===== config.mk =====
export PLATFORM = sky130hd
export DESIGN_NAME = imem_loader
export DESIGN_NICKNAME = d
export VERILOG_FILES = /design/src/rtl/imem_loader.sv
export SDC_FILE = /design/constraint.sdc
export NUM_CORES = 1
export LEC_CHECK = 0
export ABC_AREA = 1
export BUFFER_PORTS_ARGS = -buffer_cell sky130_fd_sc_hd__buf_2
export CAP_MARGIN = 5
export CORE_ASPECT_RATIO = 2
export CORE_UTILIZATION = 59
export DETAILED_ROUTE_END_ITERATION = 10
export GPL_TIMING_DRIVEN = 0
export PLACE_DENSITY = 0.82
export RECOVER_POWER = 50
export SYNTH_ARGS = -nofsm -noshare
export SYNTH_HDL_FRONTEND = slang
export SYNTH_SLANG_ARGS = --single-unit

===== constraint.sdc =====
create_clock -name clk -period 4.6 [get_ports clk]
set_clock_uncertainty 0.1 [all_clocks]
set_input_delay 0.23 -clock clk [delete_from_list [all_inputs] [get_ports clk]]
set_output_delay 0.23 -clock clk [all_outputs]
set_load 0.05 [all_outputs]

===== src/rtl/imem_loader.sv =====
// rtl/imem_loader.sv - byte-serial instruction memory loader with per-word read-back verify
//
// Accepts 32-bit instruction words on a valid/ready input, writes each one
// little-endian, one byte per cycle, starting at a latched base address, then
// reads the word back through the combinational 32-bit read port and compares.
//
// Ports:
//   clk, rst_n        clock, asynchronous active-low reset
//   start             begin a load (honoured only in IDLE, DONE or ERR)
//   base_addr         byte address of the first word, latched on start
//   word_count        number of words to load, latched on start
//   in_valid/in_data  instruction word source
//   in_ready          high while waiting for a word (LOAD)
//   mem_we            byte write strobe
//   mem_addr          byte write address
//   mem_wdata         byte write data
//   mem_raddr         word base address for read-back
//   mem_rword         combinational read data {m[a+3],m[a+2],m[a+1],m[a]}
//   busy              loader owns the memory (LOAD, WRITE, VERIFY)
//   done              load completed
//   err_code          00 none, 01 misaligned base, 10 range overflow, 11 verify mismatch
//   err_addr          word address that failed verify, otherwise 0

module imem_loader #(
  parameter int IMEM_SIZE = 1024
) (
  input  logic        clk,
  input  logic        rst_n,
  input  logic        start,
  input  logic [31:0] base_addr,
  input  logic [15:0] word_count,
  input  logic        in_valid,
  input  logic [31:0] in_data,
  output logic        in_ready,
  output logic        mem_we,
  output logic [31:0] mem_addr,
  output logic [7:0]  mem_wdata,
  output logic [31:0] mem_raddr,
  input  logic [31:0] mem_rword,
  output logic        busy,
  output logic        done,
  output logic [1:0]  err_code,
  output logic [31:0] err_addr
);

  typedef enum logic [2:0] {
    S_IDLE,
    S_LOAD,
    S_WRITE,
    S_VERIFY,
    S_DONE,
    S_ERR
  } state_t;

  state_t      state, state_nx;

  logic [31:0] base_q;
  logic [15:0] count_q;
  logic [15:0] idx_q;
  logic [31:0] word_q;
  logic [1:0]  byte_q;
  logic [1:0]  err_code_q;
  logic [31:0] err_addr_q;
  logic [31:0] addr_q;
  logic [31:0] raddr_q;

  logic        start_ok;
  logic [32:0] end_addr;
  logic [1:0]  start_err;
  logic        last_word;
  logic        verify_ok;
  logic [31:0] word_base;

  always_comb begin
    start_ok  = start && (state == S_IDLE || state == S_DONE || state == S_ERR);
    // 33-bit sum so a base near 4 GiB cannot wrap past the range check.
    end_addr  = {1'b0, base_addr} + {15'd0, word_count, 2'b00};
    if (base_addr[1:0] != 2'b00) begin
      start_err = 2'b01;
    end else if (end_addr > 33'(IMEM_SIZE)) begin
      start_err = 2'b10;
    end else begin
      start_err = 2'b00;
    end
    last_word = (idx_q + 16'd1) == count_q;
    verify_ok = (mem_rword == word_q);
    word_base = base_q + {14'd0, idx_q, 2'b00};
  end

  // State register
  always_ff @(posedge clk or negedge rst_n) begin
    if (!rst_n) begin
      state <= S_IDLE;
    end else begin
      state <= state_nx;
    end
  end

  // Next-state logic
  always_comb begin
    state_nx = state;
    case (state)
      S_IDLE, S_DONE, S_ERR: begin
        if (start) begin
          if (start_err != 2'b00) begin
            state_nx = S_ERR;
          end else if (word_count == 16'd0) begin
            state_nx = S_DONE;
          end else begin
            state_nx = S_LOAD;
          end
        end
      end
      S_LOAD: begin
        if (in_valid) begin
          state_nx = S_WRITE;
        end
      end
      S_WRITE: begin
        if (byte_q == 2'd3) begin
          state_nx = S_VERIFY;
        end
      end
      S_VERIFY: begin
        if (!verify_ok) begin
          state_nx = S_ERR;
        end else if (last_word) begin
          state_nx = S_DONE;
        end else begin
          state_nx = S_LOAD;
        end
      end
      default: state_nx = S_IDLE;
    endcase
  end

  // Datapath registers
  always_ff @(posedge clk or negedge rst_n) begin
    if (!rst_n) begin
      base_q     <= '0;
      count_q    <= '0;
      idx_q      <= '0;
      word_q     <= '0;
      byte_q     <= '0;
      err_code_q <= '0;
      err_addr_q <= '0;
      addr_q     <= '0;
      raddr_q    <= '0;
    end else begin
      if (start_ok) begin
        base_q     <= base_addr;
        count_q    <= word_count;
        idx_q      <= '0;
        err_code_q <= start_err;
        err_addr_q <= '0;
      end
      case (state)
        S_LOAD: begin
          if (in_valid) begin
            word_q  <= in_data;
            byte_q  <= 2'd0;
            addr_q  <= word_base;
            raddr_q <= word_base;
          end
        end
        S_WRITE: begin
          byte_q <= byte_q + 2'd1;
          // Stop advancing on the last byte so mem_addr holds the final write address.
          if (byte_q != 2'd3) begin
            addr_q <= addr_q + 32'd1;
          end
        end
        S_VERIFY: begin
          if (verify_ok) begin
            idx_q <= idx_q + 16'd1;
          end else begin
            err_code_q <= 2'b11;
            err_addr_q <= raddr_q;
          end
        end
        default: ;
      endcase
    end
  end

  // Output decode
  always_comb begin
    in_ready  = 1'b0;
    mem_we    = 1'b0;
    busy      = 1'b0;
    done      = 1'b0;
    case (state)
      S_LOAD: begin
        in_ready = 1'b1;
        busy     = 1'b1;
      end
      S_WRITE: begin
        mem_we = 1'b1;
        busy   = 1'b1;
      end
      S_VERIFY: busy = 1'b1;
      S_DONE:   done = 1'b1;
      default: ;
    endcase
    mem_addr  = addr_q;
    mem_raddr = raddr_q;
    mem_wdata = word_q[{byte_q, 3'b000} +: 8];
    err_code  = err_code_q;
    err_addr  = err_addr_q;
  end

endmodule


==> results.py <==
metrics = {
    "final_layout": {
        "area_growth_pct": 21.1,
        "layout-drive-gt1-share": 0.109,
        "multiInputGateArea_um2": 6700,
        "ff_latch_area_um2": 4980,
        "stdcell_area_um2": 15200,
        "layout_common_cells": "nand2_1 (602), dfrtp_1 (199), inv_1 (160), buf_2 (136), clkbuf_1 (133)",
        "nFillCells": 1767,
        "final_common_cell": "nand2_1",
        "final_nets": 2197,
    },
    "global_route": {
        "antenna_found_initial": 1,
        "grt_pass1_vias": 13536,
        "grt_pass1_wl_um": 68800,
        "overflow": 0,
        "grt_max_degree": 126,
        "track_usage": 0.413,
    },
    "place": {
        "dpl_cell_area_um2": 14000,
        "io_buffers": 225,
        "routabilityCongestion": 0.974,
        "place_ws_ps": 1250,
        "hpwlAfterDp_um": 33900,
    },
    "drt": {
        "routed_wl_um": 44300,
        "wl_per_cell_um": 19.1,
        "num_vias": 13330,
        "drt_iter0_drc": 961,
        "ant_nets": 0,
        "drt_pass1_iterations": 9,
        "route.detailed.drc": 2,
        "vias_per_cell": 5.74,
    },
    "power_and_ir_drop": {
        "p_leak_nw": 7.72,
        "power_density_nw_per_um2": 628,
        "total_power_w": 0.00954,
        "peakVddDrop_v": 0.000442,
    },
    "yosys": {
        "ys_warn_count": 0,
        "synthArstFlopShare": 1.00,
        "synth_cell_types": 51,
        "yosysSeqAreaShare": 0.397,
        "synth-edff-count": 0,
        "synth_area_um2": 12500,
        "syn_inst": 1731,
        "ys_seq_elements": 199,
        "synthesis.nets": 1884,
        "avgSynthCellArea_um2": 7.24,
        "synthTopCellsByArea": "dfrtp_1 (40%), nand2_1 (18%), xor2_1 (5.2%)",
        "ys.flop_type": "dfrtp_1",
        "synth_top_area_cell": "dfrtp_1",
        "synth_top_area_frac": 0.397,
    },
    "die": {
        "core-area_um2": 20900,
        "die_w_um": 105,
        "ios": 226,
        "die_h_um": 208,
        "start_util": 0.599,
        "die_area_um2": 21900,
        "rows": 75,
    },
    "clock_network": {
        "post-cts-setup-buffers": 0,
        "clk_latency_ps": 450,
        "clock_path_buffers": 2,
        "path_clk_slew_ps": 70,
        "cts_num_sinks": 199,
        "htree_levels": 4,
        "numCtsBuffers": 17,
        "cts_tree": "done",
        "cts_root_buf": "clkbuf_16",
    },
    "sta": {
        "fin_crit_sh": 0.748,
        "period_minus_slack_ps": 3440,
        "rsz0062_at_grt": "no",
        "whs_ps": 11.4,
        "hold_viol": 0,
        "finalSetupViolCount": 0,
        "tightest_slew_ps": 893,
        "max_slew_margin": 0.404,
        "setup_tns_ps": 0,
        "fin_ws_ps": 1160,
        "fmax_ghz": 0.291,
        "slew_violations": 0,
    },
    "status": {
        "outcome": "finished, violations left",
        "violations": "DRC",
    },
    "flow_run": {
        "cap_viol_max_count": 0,
    },
    "critical_path": {
        "crit_family": "simple AND/OR/NAND/NOR gates",
        "cp_max_fo": 4,
        "cp_slowest_cell": "dlygate4sd3_1",
        "path_common_cell": "nand2_1",
        "crit_buf_inv": 2,
        "worstPathCellList": "dlygate4sd3_1 -> buf_2 -> ha_1 -> fa_1 -> nand3_1 -> nand2_1 -> nand2_1 -> nand3_1 -> nand2_1 -> nand2_1 -> nand2_1 -> xor2_1 -> nand4_1 -> nor2_1 -> nand4_1 -> nand2_1 -> nand2_1 -> nand2_1 -> nand2_1",
        "crit_required_ps": 4850,
        "path_class": "input pin to flip-flop",
        "endpoint_kind": "flip-flop",
        "cp.arrival_ps": 3680,
        "max_stage_delay_ps": 550,
        "start_kind": "input pin",
    },
    "worst_hold_path": {
        "hold_class": "input pin to flip-flop",
    },
}
==> cell usage after synthesis (3+ instances only) <==
library cell and number:
a21oi_1 50, a22oi_1 4, a31oi_1 8, buf_2 8
buf_4 3, clkbuf_1 36, dfrtp_1 199, ha_1 35
inv_1 160, inv_2 8, nand2_1 602, nand2_2 8
nand3_1 118, nand3_2 6, nand4_1 26, nor2_1 128
nor2_4 10, nor3_1 21, nor3_2 3, nor4_1 17
o211ai_1 10, o21ai_0 104, o21ai_1 9, o22ai_1 27
or2_2 5, xnor2_1 17, xor2_1 75
==> flip-flops by register name, indices dropped and copies added, names as in the netlist <==
name and flops:
base_q 32, err_addr 32, mem_addr 32, mem_raddr 32, word_q 32, count_q 16, idx_q 16, state 3
byte_q 2, err_code 2
==> final cells by class <==
cell class | instances | area share
sequential | 199 | 0.328
buffer | 49 | 0.0140
clock buffer | 22 | 0.0319
clock inverter | 7 | 0.00627
timing repair buffer | 294 | 0.114
tap | 269 | 0.0222
antenna | 1 | 0.000165
inverter | 171 | 0.0424
multi-input combinational | 1312 | 0.441
==> cell families after synthesis <==
group	share of synthesized area
adder cells (fa/ha/maj)	0.0381
AND/OR/NAND/NOR	0.332
XOR/XNOR	0.0661
buffers and inverters	0.0683
AO/OA/AOI/OAI	0.0984
flip-flops	0.397
==> metrics by stage <==
stage | util | instances
after global routing | 0.725 | 2324
after floorplan | - | 1731
after global placement | 0.669 | 2225
final | 0.725 | 2324
after detailed placement | 0.671 | 2226
after CTS | 0.731 | 2323
==> worst register-to-register path, cell delays in order, from the launching register on <==
cell	delay, ps
dfrtp_1	470
ha_1	200
inv_1	70
fa_1	400
nor2_1	110
nand2_1	50
nand2_1	110
a21oi_1	130
o21bai_2	170
nand2_1	60
nand2_1	110
nand3_1	80
nand2_1	240
nand2_1	130
or2_1	250
nand3_1	100
o211ai_1	100
o21ai_1	140
==> final timing paths <==
check	cells after the start	start	end	slack (ps)
worst max-delay path	19	base_addr[2]	state[0]	1160
worst min-delay path	3	base_addr[25]	base_q[25]	10
worst max register to register	17	idx_q[0]	mem_addr[24]	1470
worst min register to register	2	base_q[26]	base_q[26]	400
max in group asynchronous	3	rst_n	base_q[0]	3090
min in group asynchronous	2	rst_n	mem_addr[22]	230
==> layer usage <==
metal,GRT usage,vias to the layer above,routed length [um]
met1,0.386,6211,14300
met4,0.339,0,3930
met5,0,-,0
met2,0.767,653,23500
li1,-,6228,-
met3,0.0742,238,2620
==> where the power goes <==
part           internal [W]  switching [W]
Clock              0.000851       0.000668
Sequential          0.00243       0.000754
Combinational       0.00120        0.00363
Total               0.00449        0.00505
==> what timing repair did <==
item | CTS | global route
hold endpoints to repair | 141 | 0
gates resized for setup | 0 | 0
hold buffers | 68 | 0
(Power assumes the default switching activity.)
